===== src/rtl/id_ex_stage_if.sv =====
// ID/EX stage bus: decoded instruction from ID, pipeline control inputs,
// and the registered EX-side view plus the hazard stall back to IF/ID.
interface id_ex_stage_if #(
   parameter int XLEN  = 32,
   parameter int PC_W  = 32,
   parameter int CNT_W = 32
);
   // pipeline control
   logic             hold;
   logic             flush;
   // decoded instruction from ID
   logic             id_valid;
   logic [PC_W-1:0]  id_pc;
   logic [4:0]       id_rs1;
   logic [4:0]       id_rs2;
   logic             id_use_rs1;
   logic             id_use_rs2;
   logic [4:0]       id_rd;
   logic [XLEN-1:0]  id_rs1_data;
   logic [XLEN-1:0]  id_rs2_data;
   logic [XLEN-1:0]  id_imm;
   logic [9:0]       id_ctrl;
   // stage outputs
   logic             load_use_stall;
   logic             ex_valid;
   logic [PC_W-1:0]  ex_pc;
   logic [4:0]       ex_rs1;
   logic [4:0]       ex_rs2;
   logic [4:0]       ex_rd;
   logic [XLEN-1:0]  ex_rs1_data;
   logic [XLEN-1:0]  ex_rs2_data;
   logic [XLEN-1:0]  ex_imm;
   logic [9:0]       ex_ctrl;
   logic [CNT_W-1:0] bubble_cnt;

   // decode side: drives ID fields and pipeline control, observes EX
   modport master (
      output hold, flush, id_valid, id_pc, id_rs1, id_rs2, id_use_rs1, id_use_rs2,
             id_rd, id_rs1_data, id_rs2_data, id_imm, id_ctrl,
      input  load_use_stall, ex_valid, ex_pc, ex_rs1, ex_rs2, ex_rd,
             ex_rs1_data, ex_rs2_data, ex_imm, ex_ctrl, bubble_cnt
   );

   // the ID/EX register itself
   modport slave (
      input  hold, flush, id_valid, id_pc, id_rs1, id_rs2, id_use_rs1, id_use_rs2,
             id_rd, id_rs1_data, id_rs2_data, id_imm, id_ctrl,
      output load_use_stall, ex_valid, ex_pc, ex_rs1, ex_rs2, ex_rd,
             ex_rs1_data, ex_rs2_data, ex_imm, ex_ctrl, bubble_cnt
   );
endinterface


===== src/rtl/id_ex_stage.sv =====
// ID/EX pipeline register for the 5-stage core with load-use hazard detection.
// A load in EX whose destination is read by the instruction in ID forces one
// bubble into EX while IF/ID hold; a taken-branch flush also loads a bubble;
// a memory hold freezes everything. Load-use bubbles are counted (saturating).
module id_ex_stage #(
   parameter int XLEN  = 32,
   parameter int PC_W  = 32,
   parameter int CNT_W = 32
) (
   input  logic         clk,
   input  logic         rst_n,
   id_ex_stage_if.slave bus
);

   // EX-side stage registers
   logic             vld_p1;
   logic [PC_W-1:0]  pc_p1;
   logic [4:0]       rs1_p1;
   logic [4:0]       rs2_p1;
   logic [4:0]       rd_p1;
   logic [XLEN-1:0]  rs1_data_p1;
   logic [XLEN-1:0]  rs2_data_p1;
   logic [XLEN-1:0]  imm_p1;
   logic [9:0]       ctrl_p1;
   logic [CNT_W-1:0] bubble_cnt_q;

   logic             haz;

   // counter increment that sticks at all-ones
   function automatic logic [CNT_W-1:0] sat_inc(input logic [CNT_W-1:0] v);
      if (&v) return v;
      return v + {{(CNT_W-1){1'b0}}, 1'b1};
   endfunction

   // load in EX (ctrl bit 8 = memread) writing a register that ID reads
   always_comb begin
      haz = vld_p1 & ctrl_p1[8] & (rd_p1 != 5'd0) & bus.id_valid &
            ((bus.id_use_rs1 & (bus.id_rs1 == rd_p1)) |
             (bus.id_use_rs2 & (bus.id_rs2 == rd_p1)));
   end

   // a flush already kills the ID instruction, so there is nothing to stall for
   assign bus.load_use_stall = haz & ~bus.flush;

   // ID -> EX register: reset, then hold, then flush/hazard bubble, then load
   always_ff @(posedge clk) begin
      if (!rst_n) begin
         vld_p1       <= 1'b0;
         pc_p1        <= '0;
         rs1_p1       <= '0;
         rs2_p1       <= '0;
         rd_p1        <= '0;
         rs1_data_p1  <= '0;
         rs2_data_p1  <= '0;
         imm_p1       <= '0;
         ctrl_p1      <= '0;
         bubble_cnt_q <= '0;
      end else if (!bus.hold) begin
         if (bus.flush || haz) begin
            vld_p1      <= 1'b0;
            pc_p1       <= '0;
            rs1_p1      <= '0;
            rs2_p1      <= '0;
            rd_p1       <= '0;
            rs1_data_p1 <= '0;
            rs2_data_p1 <= '0;
            imm_p1      <= '0;
            ctrl_p1     <= '0;
            if (!bus.flush) begin
               bubble_cnt_q <= sat_inc(bubble_cnt_q);
            end
         end else begin
            vld_p1      <= bus.id_valid;
            pc_p1       <= bus.id_pc;
            rs1_data_p1 <= bus.id_rs1_data;
            rs2_data_p1 <= bus.id_rs2_data;
            imm_p1      <= bus.id_imm;
            // an empty ID slot must not look like a writer or reader downstream
            rs1_p1      <= bus.id_valid ? bus.id_rs1  : 5'd0;
            rs2_p1      <= bus.id_valid ? bus.id_rs2  : 5'd0;
            rd_p1       <= bus.id_valid ? bus.id_rd   : 5'd0;
            ctrl_p1     <= bus.id_valid ? bus.id_ctrl : 10'd0;
         end
      end
   end

   assign bus.ex_valid    = vld_p1;
   assign bus.ex_pc       = pc_p1;
   assign bus.ex_rs1      = rs1_p1;
   assign bus.ex_rs2      = rs2_p1;
   assign bus.ex_rd       = rd_p1;
   assign bus.ex_rs1_data = rs1_data_p1;
   assign bus.ex_rs2_data = rs2_data_p1;
   assign bus.ex_imm      = imm_p1;
   assign bus.ex_ctrl     = ctrl_p1;
   assign bus.bubble_cnt  = bubble_cnt_q;

endmodule

===== src/flat_wrapper.sv =====
// flat-port wrapper written by rule: the top's interface ports become plain ports
module id_ex_stage_flat 
#(
   parameter int XLEN  = 32,
   parameter int PC_W  = 32,
   parameter int CNT_W = 32
)
  (clk, rst_n, bus_hold, bus_flush, bus_id_valid, bus_id_pc, bus_id_rs1, bus_id_rs2, bus_id_use_rs1, bus_id_use_rs2, bus_id_rd, bus_id_rs1_data, bus_id_rs2_data, bus_id_imm, bus_id_ctrl, bus_load_use_stall, bus_ex_valid, bus_ex_pc, bus_ex_rs1, bus_ex_rs2, bus_ex_rd, bus_ex_rs1_data, bus_ex_rs2_data, bus_ex_imm, bus_ex_ctrl, bus_bubble_cnt);
  id_ex_stage_if #(.XLEN(XLEN), .PC_W(PC_W), .CNT_W(CNT_W)) bus_i ();
  input  logic clk;
  input  logic rst_n;
  input wire logic [$bits(bus_i.hold)-1:0] bus_hold;
  input wire logic [$bits(bus_i.flush)-1:0] bus_flush;
  input wire logic [$bits(bus_i.id_valid)-1:0] bus_id_valid;
  input wire logic [$bits(bus_i.id_pc)-1:0] bus_id_pc;
  input wire logic [$bits(bus_i.id_rs1)-1:0] bus_id_rs1;
  input wire logic [$bits(bus_i.id_rs2)-1:0] bus_id_rs2;
  input wire logic [$bits(bus_i.id_use_rs1)-1:0] bus_id_use_rs1;
  input wire logic [$bits(bus_i.id_use_rs2)-1:0] bus_id_use_rs2;
  input wire logic [$bits(bus_i.id_rd)-1:0] bus_id_rd;
  input wire logic [$bits(bus_i.id_rs1_data)-1:0] bus_id_rs1_data;
  input wire logic [$bits(bus_i.id_rs2_data)-1:0] bus_id_rs2_data;
  input wire logic [$bits(bus_i.id_imm)-1:0] bus_id_imm;
  input wire logic [$bits(bus_i.id_ctrl)-1:0] bus_id_ctrl;
  output wire logic [$bits(bus_i.load_use_stall)-1:0] bus_load_use_stall;
  output wire logic [$bits(bus_i.ex_valid)-1:0] bus_ex_valid;
  output wire logic [$bits(bus_i.ex_pc)-1:0] bus_ex_pc;
  output wire logic [$bits(bus_i.ex_rs1)-1:0] bus_ex_rs1;
  output wire logic [$bits(bus_i.ex_rs2)-1:0] bus_ex_rs2;
  output wire logic [$bits(bus_i.ex_rd)-1:0] bus_ex_rd;
  output wire logic [$bits(bus_i.ex_rs1_data)-1:0] bus_ex_rs1_data;
  output wire logic [$bits(bus_i.ex_rs2_data)-1:0] bus_ex_rs2_data;
  output wire logic [$bits(bus_i.ex_imm)-1:0] bus_ex_imm;
  output wire logic [$bits(bus_i.ex_ctrl)-1:0] bus_ex_ctrl;
  output wire logic [$bits(bus_i.bubble_cnt)-1:0] bus_bubble_cnt;
  assign bus_i.hold = bus_hold;
  assign bus_i.flush = bus_flush;
  assign bus_i.id_valid = bus_id_valid;
  assign bus_i.id_pc = bus_id_pc;
  assign bus_i.id_rs1 = bus_id_rs1;
  assign bus_i.id_rs2 = bus_id_rs2;
  assign bus_i.id_use_rs1 = bus_id_use_rs1;
  assign bus_i.id_use_rs2 = bus_id_use_rs2;
  assign bus_i.id_rd = bus_id_rd;
  assign bus_i.id_rs1_data = bus_id_rs1_data;
  assign bus_i.id_rs2_data = bus_id_rs2_data;
  assign bus_i.id_imm = bus_id_imm;
  assign bus_i.id_ctrl = bus_id_ctrl;
  assign bus_load_use_stall = bus_i.load_use_stall;
  assign bus_ex_valid = bus_i.ex_valid;
  assign bus_ex_pc = bus_i.ex_pc;
  assign bus_ex_rs1 = bus_i.ex_rs1;
  assign bus_ex_rs2 = bus_i.ex_rs2;
  assign bus_ex_rd = bus_i.ex_rd;
  assign bus_ex_rs1_data = bus_i.ex_rs1_data;
  assign bus_ex_rs2_data = bus_i.ex_rs2_data;
  assign bus_ex_imm = bus_i.ex_imm;
  assign bus_ex_ctrl = bus_i.ex_ctrl;
  assign bus_bubble_cnt = bus_i.bubble_cnt;
  id_ex_stage #(.XLEN(XLEN), .PC_W(PC_W), .CNT_W(CNT_W)) u_core (.clk(clk), .rst_n(rst_n), .bus(bus_i));
endmodule

===== config.mk =====
export PLATFORM = sky130hd
export DESIGN_NAME = id_ex_stage_flat
export DESIGN_NICKNAME = d
export VERILOG_FILES = /design/src/rtl/id_ex_stage_if.sv /design/src/rtl/id_ex_stage.sv /design/src/flat_wrapper.sv
export SDC_FILE = /design/constraint.sdc
export NUM_CORES = 1
export LEC_CHECK = 0
export BUFFER_PORTS_ARGS = -buffer_cell sky130_fd_sc_hd__buf_2
export CAP_MARGIN = 25
export CORE_UTILIZATION = 30
export CTS_CLUSTER_DIAMETER = 50
export DETAILED_ROUTE_END_ITERATION = 8
export SETUP_SLACK_MARGIN = 0.4
export SKIP_CTS_REPAIR_TIMING = 1
export SYNTH_ARGS = -nofsm -noshare
export SYNTH_HDL_FRONTEND = slang
export SYNTH_SLANG_ARGS = --single-unit

===== constraint.sdc =====
create_clock -name clk -period 5.4 [get_ports clk]
set_input_delay 1.35 -clock clk [delete_from_list [all_inputs] [get_ports clk]]
set_output_delay 1.35 -clock clk [all_outputs]
set_load 0.03 [all_outputs]

==> results of run 1 <==
## path summary, 6_finish.rpt
check / cells past startpoint / start / slack, ps / to
worst max-delay path: 7 / bus_id_rs2[4] / 1020 / bus_load_use_stall
worst min-delay path: 2 / u_core.bus.ex_ctrl[4]$_SDFFE_PN0N_ / 480 / u_core.bus.ex_ctrl[4]$_SDFFE_PN0N_
worst max register to register: 6 / u_core.bus.ex_rd[4]$_SDFFE_PN0N_ / 2820 / u_core.bus.bubble_cnt[26]$_SDFFE_PN0P_
worst min register to register: 2 / u_core.bus.ex_ctrl[4]$_SDFFE_PN0N_ / 480 / u_core.bus.ex_ctrl[4]$_SDFFE_PN0N_
## synthesized netlist by cell type
library cell	instances	area, sq um
a21boi_1	1	7.51
a21oi_1	18	90.1
a21oi_2	2	17.5
a22oi_1	129	968
a32oi_1	25	219
and2_1	3	18.8
and3_1	5	31.3
and4_1	2	17.5
buf_1	2	7.51
buf_2	10	50.1
buf_6	1	11.3
clkbuf_1	48	180
clkinv_1	1	3.75
dfxtp_1	186	3720
ha_1	1	12.5
inv_1	3	11.3
mux2i_1	5	50.1
nand2_1	21	78.8
nand2_4	1	11.3
nand2b_1	6	37.5
nand3_1	13	65.1
nand4_1	15	93.8
nand4_2	1	12.5
nor2_1	165	619
nor2_2	1	6.26
nor3_1	4	20.0
nor4_1	6	37.5
nor4b_1	1	8.76
o21a_1	3	22.5
o21ai_0	11	55.1
o22ai_4	1	20.0
o311ai_0	2	17.5
o31a_1	1	8.76
o31ai_1	7	52.6
o41ai_1	2	17.5
or2_2	1	6.26
or3_1	10	62.6
or4_1	8	60.1
xnor2_1	12	105
xor2_1	3	26.3
## layout by cell type, fill, tap and decap left out, types with 5 or more instances in the layout
cell       netlist  layout
or3_1           10      10
mux2i_1          5       5
nand4_1         15      15
inv_6            0       7
or4_1            8       8
nand2_1         21      21
a22oi_1        129     129
nor2_1         165     165
xnor2_1         12      12
nand2b_1         6       6
nand3_1         13      13
and3_1           5       5
clkbuf_16        0      17
a21oi_1         18      18
a32oi_1         25      25
o31ai_1          7       7
nor4_1           6       6
o21ai_0         11      11
buf_2           10     345
dfxtp_1        186     186
buf_4            0       7
## worst register-to-register path, cell delays in order (launching register included)
cell and delay, ps:
dfxtp_1 370, xnor2_1 350, nand4_1 260, o22ai_4 410, nand4_2 470, or3_1 510, a21oi_1 150
## through the flow
step           power [mW]  area, sq um  setup WS, ps
2_1_floorplan        1.66         6870          1290
3_3_place_gp         1.79         8760           980
3_5_place_dp         1.79         8760           981
4_1_cts              3.04         9330           967
5_1_grt              3.12         9330           852
6_report             3.00         9330          1020
## per-layer routing
| metal | share of wire | wire length, microns | up-vias | GRT usage |
|---|---|---|---|---|
| li1 | - | - | 3305 | - |
| met4 | 0.013 | 272 | 2 | 0.0433 |
| met1 | 0.44 | 9610 | 3156 | 0.230 |
| met3 | 0.071 | 1540 | 17 | 0.0547 |
| met5 | 0.00051 | 11 | - | 0 |
| met2 | 0.47 | 10200 | 252 | 0.297 |
## layout make-up
cell class | instances | area, sq um
Sequential cell | 186 | 3720
Tap cell | 280 | 350
Inverter | 4 | 20.0
Timing Repair Buffer | 352 | 1780
Clock buffer | 19 | 443
Fill cell | 2259 | 12800
Clock inverter | 13 | 125
Multi-Input combinational cell | 486 | 2890
## kinds of logic after synthesis
kind of cell	after synthesis	synth area share
AND/OR/NAND/NOR	263	0.173
AO/OA/AOI/OAI	202	0.218
flip-flops	186	0.542
buffers and inverters	65	0.0385
XOR/XNOR	15	0.0191
multiplexers	5	0.00729
adder cells (fa/ha/maj)	1	0.00182
## where the power goes
part	internal, mW	leakage, nW	switching (mW)
Sequential	1.41	1.51	0.0214
Combinational	0.113	2.44	0.213
Clock	0.627	0.282	0.611
## registers in the layout, summed over array words and instances, names as in the netlist
| signal | flops |
|---|---|
| u_core.bus.ex_pc | 32 |
| u_core.bus.ex_ctrl | 10 |
| u_core.bus.ex_valid | 1 |
| u_core.bus.ex_rs2_data | 32 |
| u_core.bus.ex_rs1_data | 32 |
| u_core.bus.bubble_cnt | 32 |
| u_core.bus.ex_rs2 | 5 |
| u_core.bus.ex_rd | 5 |
| u_core.bus.ex_rs1 | 5 |
| u_core.bus.ex_imm | 32 |
==> out/qor.txt, run 1 <==
Cell Area, Synth -> 6870 sq um
Die X -> 153 microns
CP top delay family -> simple AND/OR/NAND/NOR gates
GRT Util Overall -> 0.181
Setup TNS -> 0 ps
Initial Util -> 0.310
Post-Syn Instances -> 737
flops & latches, synth -> 186
DR pass1 iterations -> 4
min-delay worst type -> register to register
vias in the first global route -> 6364
DR DRC count -> 0
first-pass GRT wire length -> 33900 microns
Placed Cells incl. Taps -> 1308
antenna violations before repair -> 1
VDD IR max -> 167 uV
worst-margin pin slew -> 968 ps
Final Hold Fails -> 0
PortBufs -> 346
Slew HR -> 0.355
H-Tree Level Count -> 4
DP HPWL -> 14600 microns
Layout Cells excl Fill -> 1340
CP Capture Type -> primary output
Worst-path clk slew -> 70 ps
DRT antenna net count -> 0
Crit path arrival time -> 3030 ps
Mapped Nets -> 898
CTS tree -> done
CP max-delay cell -> o22ai_4
Synth Warn # -> 0
DR WL/cell -> 16.2 microns
Core ar. -> 22200 sq um
Pleak -> 4.24 nW
Clk Latency, worst-skew pair -> 430 ps
antenna cells -> 0
max-cap viol count -> 0
Worst Path Buf+Inv -> 2
number of I/O pins -> 347
Root Driver -> clkbuf_16
max-slew violations -> 0
Final setup viols -> 0
Critical Path Max Stage Delay -> 400 ps
Final min period -> 4380 ps
peak fanout along the critical path -> 24
fmax -> 0.228 GHz
row count -> 54
average footprint of a synthesized cell -> 9.32 sq um
Area Growth Syn to Fin -> 35.8%
overall overflow remaining after global route -> 0
deepest clock path buffer count -> 2
total number of vias -> 6732
Post-Route WL -> 21600 microns
Seq/Total Area, Yosys -> 0.542
CTS Buf Count -> 17
worst slack on hold paths -> 478 ps
largest net degree at the start of global routing -> 92
DR vias/cell -> 5.02
Clock Skew -> 14.8 ps
critical path class -> input port to primary output
Finished Core Util -> 0.421
number of distinct library cells after synthesis -> 40
final net count -> 1208
Die Y -> 153 microns
Tcrit/Tclk final -> 0.811
CP Launch Type -> input port
crit-path cells -> buf_2, xnor2_1, nand4_1, o22ai_4, nand2_4, nor2_1, buf_2
Worst EP required -> 4050 ps
CTS Sinks -> 186
gp weighted congestion -> 0.754
Pwr Density -> 321 nW/um^2
die area -> 23500 sq um
status -> complete, no violations
RSZ-0062 raised after global routing -> false
cell mode on critical path -> buf_2
fraction of layout cells with a size suffix above 1 -> 0.369
initial drt markers -> 451
No activity file was read; power rests on OpenSTA's default activity.
==> inputs of run 2 (changes only) <==
- clock period: 5.4 -> 4 ns (I/O delays scaled with it)
==> run 2 against run 1 <==
  * Core utilization increased by 0.27 points
  * Non-clock buffer count increased by 4
  * Clock power increased by 28%
  * Register-to-register slack got worse by 1300 ps
  * Via count increased by 0.31%
  * Sequential share of layout area decreased by 0.25 points
  * Global-route usage decreased by 0.099 points
  * Combinational power increased by 37%
  * First-iteration DRC count decreased by 14%
  * Final cell count increased by 0.30%
  * Clock-buffer cell count unchanged
  * Critical path depth unchanged
  * Largest cell class unchanged
  * Highest routed layer unchanged
==> out/qor.txt, run 2 (synthesis gave the netlist of run 1 again) <==
antenna violations before repair -> 3 (was 1)
Root Driver -> clkbuf_16 (unchanged)
Tot Pwr -> 3.97 mW (was 3.00 mW)
Post-Route WL -> 21500 microns (was 21600 microns)
CP Launch Type -> input port (unchanged)
Clock Skew -> 11.0 ps (was 14.8 ps)
min-delay worst type -> register to register (unchanged)
DRT antenna net count -> 0 (unchanged)
Final setup viols -> 0 (unchanged)
DR pass1 iterations -> 5 (was 4)
max-cap viol count -> 0 (unchanged)
RSZ-0062 raised after global routing -> false (unchanged)
PortBufs -> 346 (unchanged)
critical path class -> input port to primary output (unchanged)
multi-input logic area -> 2890 sq um (unchanged)
worst setup path end -> bus_load_use_stall (unchanged)
fraction of layout cells with a size suffix above 1 -> 0.370 (was 0.369)
vias in the first global route -> 6279 (was 6364)
initial drt markers -> 387 (was 451)
final net count -> 1212 (was 1208)
max-slew violations -> 0 (unchanged)
CTS Sinks -> 186 (unchanged)
number of I/O pins -> 347 (unchanged)
row count -> 54 (unchanged)
Pwr Density -> 423 nW/um^2 (was 321 nW/um^2)
total number of vias -> 6753 (was 6732)
final worst slack -> 808 ps (was 1020 ps)
Setup TNS -> 0 ps (unchanged)
Area Growth Syn to Fin -> 36.7% (was 35.8%)
gp weighted congestion -> 0.754 (about the same)
Die Y -> 153 microns (unchanged)
DP HPWL -> 14900 microns (was 14600 microns)
fillers -> 2258 (was 2259)
fmax -> 0.313 GHz
Core ar. -> 22200 sq um (unchanged)
worst slack at placement -> 814 ps (was 981 ps)
Initial Util -> 0.310 (unchanged)
DR vias/cell -> 5.02 (about the same)
Worst-path clk slew -> 70 ps (about the same)
reg-to-reg slack, setup -> 1530 ps (was 2820 ps)
worst-margin pin slew -> 928 ps (was 968 ps)
Crit path arrival time -> 2190 ps (was 3030 ps)
R2R Path Start -> u_core.bus.ex_rd[2]$_SDFFE_PN0N_ (was u_core.bus.ex_rd[4]$_SDFFE_PN0N_)
DR DRC count -> 0 (unchanged)
Final Hold Fails -> 0 (unchanged)
DR WL/cell -> 16.0 microns (was 16.2 microns)
Final min period -> 3190 ps
VDD IR max -> 241 uV (was 167 uV)
Tcrit/Tclk final -> 0.798
largest net degree at the start of global routing -> 87 (was 92)
Register Area -> 3720 sq um (unchanged)
Finished Core Util -> 0.423 (was 0.421)
Pleak -> 4.24 nW (about the same)
Worst EP required -> 3000 ps (was 4050 ps)
hold_sp -> u_core.bus.ex_ctrl[4]$_SDFFE_PN0N_ (unchanged)
commonest cells after routing, fill and taps aside -> buf_2, dfxtp_1, nor2_1 (unchanged)
Clk Latency, worst-skew pair -> 430 ps (about the same)
overall overflow remaining after global route -> 0 (unchanged)
status -> complete, no violations (unchanged)
CP Capture Type -> primary output (unchanged)
most common cell after layout, fill and taps aside -> buf_2 (unchanged)
H-Tree Level Count -> 4 (unchanged)
peak fanout along the critical path -> 2 (was 24)
deepest clock path buffer count -> 2 (unchanged)
CTS tree -> done (unchanged)
die area -> 23500 sq um (unchanged)
GRT Util Overall -> 0.180 (was 0.181)
Die X -> 153 microns (unchanged)
reg-to-reg endpoint -> u_core.bus.bubble_cnt[30]$_SDFFE_PN0P_ (was u_core.bus.bubble_cnt[26]$_SDFFE_PN0P_)
first-pass GRT wire length -> 33700 microns (was 33900 microns)
antenna cells -> 0 (unchanged)
Slew HR -> 0.382 (was 0.355)
Worst Setup SP -> bus_id_rs2[4] (unchanged)
R2R cell count -> 7 (was 6)
CTS Buf Count -> 17 (unchanged)
## run 2: cell count changes in the layout (fill, tap and decap cells not counted)
cell / before / now
inv_6: 7 / 2
clkbuf_1: 1 / 2
clkinvlp_4: 0 / 6
clkinv_8: 1 / 0
clkinv_2: 1 / 0
clkbuf_8: 1 / 0
clkinv_4: 2 / 3
buf_12: 0 / 4
## run 2: power by group
group          switching (mW)  internal, mW  leakage, nW  total, mW
sequential             0.0282          1.91         1.51       1.93
clock                   0.776         0.813        0.248       1.59
combinational           0.288         0.159         2.48      0.447
## run 2: per-layer routing
metal  global-route usage  wire length (microns)  vias to the layer above
met1                0.222                   9240                     3151
met5                    0                     22                        -
li1                     -                      -                     3315
met4               0.0447                    235                        4
met2                0.298                  10300                      264
met3               0.0612                   1700                       19
## run 2: worst min path at each step
| stage | endpoint | depth (start not counted) | slack [ps] |
|---|---|---|---|
| final | u_core.bus.ex_ctrl[4]$_SDFFE_PN0N_ | 2 | 480 |
| after global routing | u_core.bus.ex_rs1[0]$_SDFFE_PN0N_ | 2 | 510 |
| after CTS | u_core.bus.ex_ctrl[4]$_SDFFE_PN0N_ | 2 | 480 |
| after detailed placement | u_core.bus.ex_ctrl[4]$_SDFFE_PN0N_ | 2 | 470 |
| after global placement | u_core.bus.ex_ctrl[5]$_SDFFE_PN0N_ | 2 | 460 |
| after floorplan | u_core.bus.bubble_cnt[27]$_SDFFE_PN0P_ | 2 | 610 |
## run 2: cell type report
type                    instances  area share
well taps                     280      0.0373
flip-flops and latches        186       0.397
repair buffers                356       0.198
multi-input cells             486       0.307
clock buffers                  19      0.0461
clock inverters                13      0.0121
inverters                       4     0.00213
## run 2: through the flow
stage / cell area (sq um) / instances / hold slack (ps)
2_1_floorplan: 6870 / 737 / 609
4_1_cts: 9390 / 1344 / 484
3_5_place_dp: 8840 / 1312 / 467
3_3_place_gp: 8840 / 1312 / 457
5_1_grt: 9390 / 1344 / 507
6_report: 9390 / 1344 / 480
## run 2: worst max-delay path: stages
cell and delay [ps]:
buf_2 110, xnor2_1 230, nand4_1 190, o22ai_4 260, nand2_4 80, nor2_1 110
buf_2 210
==> inputs of run 3 (changes only) <==
- clock period: 4 -> 2.6 ns (I/O delays scaled with it)
==> run 3 against run 2 <==
  * The run now ends with design-rule violations left
  * Critical path depth is 1 lower
  * Global-route usage is 1.3 points higher
  * Setup slack worse by 550 ps
  * Critical path type is now register to primary output
  * Worst hold slack worse by 23 ps
  * Clock skew is 2.4 ps higher
  * Sequential share of layout area is 0.88 points lower
  * Sequential power is 54% higher
  * First-iteration DRC count is 4.4% higher
  * Combinational power is 58% higher
  * Clock-buffer cell count is 2 lower
==> out/qor.txt, run 3 (synthesis gave the netlist of run 1 again) <==
CP Launch Type -> register (was input port)
Net Switching -> 1.79 mW (was 1.09 mW)
fraction of layout cells with a size suffix above 1 -> 0.396 (was 0.370)
Layout Cells excl Fill -> 1363 (was 1344)
Pleak -> 4.41 nW (was 4.24 nW)
Pwr Density -> 649 nW/um^2 (was 423 nW/um^2)
CTS Sinks -> 186 (unchanged)
deepest clock path buffer count -> 2 (unchanged)
reg-to-reg slack, setup -> 580 ps (was 1530 ps)
Seq pwr share -> 0.475 (was 0.487)
crit-path cells -> xnor2_2, nand4_1, o22ai_4, nand2_4, nor2_4, buf_6 (was buf_2, xnor2_1, nand4_1, o22ai_4, nand2_4, nor2_1, buf_2)
row count -> 54 (unchanged)
Worst-path clk slew -> 80 ps (was 70 ps)
final worst slack -> 259 ps (was 808 ps)
CTS Buf Count -> 17 (unchanged)
failing checks -> design-rule violations
Critical Path Max Stage Delay -> 380 ps (was 260 ps)
Power Internal -> 4.47 mW (was 2.88 mW)
gp weighted congestion -> 0.840 (was 0.754)
Sw Share -> 0.285 (was 0.275)
largest net degree at the start of global routing -> 87 (unchanged)
Clock Skew -> 13.4 ps (was 11.0 ps)
overall overflow remaining after global route -> 0 (unchanged)
fmax -> 0.427 GHz
Area Growth Syn to Fin -> 40.4% (was 36.7%)
antenna violations before repair -> 2 (was 3)
DR DRC count -> 1 (was 0)
min-delay worst type -> input port to register (was register to register)
max-slew violations -> 0 (unchanged)
most common cell after layout, fill and taps aside -> buf_2 (unchanged)
CP top delay family -> flip-flops (was simple AND/OR/NAND/NOR gates)
critical path class -> register to primary output (was input port to primary output)
Core ar. -> 22200 sq um (unchanged)
Logic pwr share -> 0.113 (about the same)
total number of vias -> 6848 (was 6753)
reg-to-reg endpoint -> u_core.bus.bubble_cnt[29]$_SDFFE_PN0P_ (was u_core.bus.bubble_cnt[30]$_SDFFE_PN0P_)
R2R Path Start -> u_core.bus.bubble_cnt[13]$_SDFFE_PN0P_ (was u_core.bus.ex_rd[2]$_SDFFE_PN0N_)
VDD IR max -> 359 uV (was 241 uV)
Worst Setup SP -> u_core.bus.ex_rd[4]$_SDFFE_PN0N_ (was bus_id_rs2[4])
worst setup path end -> bus_load_use_stall (unchanged)
vias in the first global route -> 6457 (was 6279)
final net count -> 1230 (was 1212)
CP max-delay cell -> dfxtp_4 (was o22ai_4)
DR WL/cell -> 16.8 microns (was 16.0 microns)
clock share of power -> 0.412 (was 0.400)
die area -> 23500 sq um (unchanged)
worst slack at placement -> 156 ps (was 814 ps)
Slew HR -> 0.373 (was 0.382)
number of I/O pins -> 347 (unchanged)
commonest cells after routing, fill and taps aside -> buf_2, dfxtp_1, nor2_1 (unchanged)
DP HPWL -> 16100 microns (was 14900 microns)
H-Tree Level Count -> 4 (unchanged)
Final Hold Fails -> 0 (unchanged)
Post-Route WL -> 22900 microns (was 21500 microns)
CTS tree -> done (unchanged)
Setup TNS -> 0 ps (unchanged)
PortBufs -> 346 (unchanged)
Crit path arrival time -> 1690 ps (was 2190 ps)
R2R cell count -> 6 (was 7)
GRT Util Overall -> 0.192 (was 0.180)
Placed Cells incl. Taps -> 1328 (was 1312)
Final setup viols -> 0 (unchanged)
Final min period -> 2340 ps
worst-margin pin slew -> 941 ps (was 928 ps)
Worst path depth -> 6 (was 7)
DR vias/cell -> 5.02 (about the same)
status -> complete, but fails checks (was complete, no violations)
Tcrit/Tclk final -> 0.900
CP Capture Type -> primary output (unchanged)
Die X -> 153 microns (unchanged)
RSZ-0062 raised after global routing -> true (was false)
Die Y -> 153 microns (unchanged)
peak fanout along the critical path -> 5 (was 2)
Worst EP required -> 1950 ps (was 3000 ps)
Initial Util -> 0.310 (unchanged)
DR pass1 iterations -> 6 (was 5)
Clk Latency, worst-skew pair -> 420 ps (was 430 ps)
first-pass GRT wire length -> 35900 microns (was 33700 microns)
Root Driver -> clkbuf_16 (unchanged)
initial drt markers -> 404 (was 387)
Worst Path Buf+Inv -> 1 (was 2)
max-cap viol count -> 0 (unchanged)
DRT antenna net count -> 0 (unchanged)
## run 3: cell types whose count changed in the layout (fill, tap and decap cells not counted), sizes merged
cell	delta
diode	+1
buf	+18
clkinv	+3
clkinvlp	-5
clkbuf	-2
inv	+4
## run 3: final cells by class
| cell class | count | area (sq um) |
|---|---|---|
| Fill cell | 2268 | 12500 |
| Sequential cell | 186 | 3740 |
| Multi-Input combinational cell | 486 | 2960 |
| Timing Repair Buffer | 374 | 1990 |
| Clock buffer | 17 | 425 |
| Tap cell | 280 | 350 |
| Clock inverter | 15 | 156 |
| Inverter | 4 | 17.5 |
| Antenna cell | 1 | 2.50 |
## run 3: power by group through the flow
stage	sequential [mW]	clock, mW	combinational (mW)
floorplan	3.21	0	0.244
global placement	3.04	0	0.704
detailed placement	3.04	0	0.708
CTS	2.98	2.65	0.709
global route	2.99	2.78	0.766
finish	2.98	2.58	0.707
## run 3: through the flow
stage / hold slack (ps) / area (sq um) / total power, mW / util
floorplan: 609 / 6950 / 3.45 / -
global placement: 457 / 9010 / 3.75 / 0.407
detailed placement: 468 / 9010 / 3.75 / 0.407
CTS: 432 / 9600 / 6.34 / 0.433
global route: 438 / 9640 / 6.54 / 0.435
finish: 456 / 9640 / 6.26 / 0.435
## run 3: worst reg2reg max path: cells and delay by family, from the launching register on
family / cells / cell delay [ps]
simple gates: 5 / 1310
flops: 1 / 430
mux: 1 / 220
## run 3: metal layers
metal,wire length [microns],up-vias,global-route usage,share of wire
met5,8,-,0,0.00035
met3,1410,24,0.0508,0.061
li1,-,3355,-,-
met4,340,2,0.0534,0.015
met2,10900,237,0.313,0.48
met1,10300,3230,0.250,0.45
## run 3: worst min path at each step
| stage | start | end | slack, ps | cells after the start |
|---|---|---|---|---|
| finish | bus_id_rs1_data[7] | u_core.bus.ex_rs1_data[7]$_SDFFE_PN0N_ | 460 | 3 |
| global route | bus_id_rs1_data[15] | u_core.bus.ex_rs1_data[15]$_SDFFE_PN0N_ | 440 | 3 |
| CTS | bus_id_rs1_data[9] | u_core.bus.ex_rs1_data[9]$_SDFFE_PN0N_ | 430 | 3 |
| detailed placement | u_core.bus.ex_ctrl[6]$_SDFFE_PN0N_ | u_core.bus.ex_ctrl[6]$_SDFFE_PN0N_ | 470 | 2 |
| global placement | u_core.bus.ex_rs1[1]$_SDFFE_PN0N_ | u_core.bus.ex_rs1[1]$_SDFFE_PN0N_ | 460 | 2 |
| floorplan | u_core.bus.bubble_cnt[27]$_SDFFE_PN0P_ | u_core.bus.bubble_cnt[27]$_SDFFE_PN0P_ | 610 | 2 |
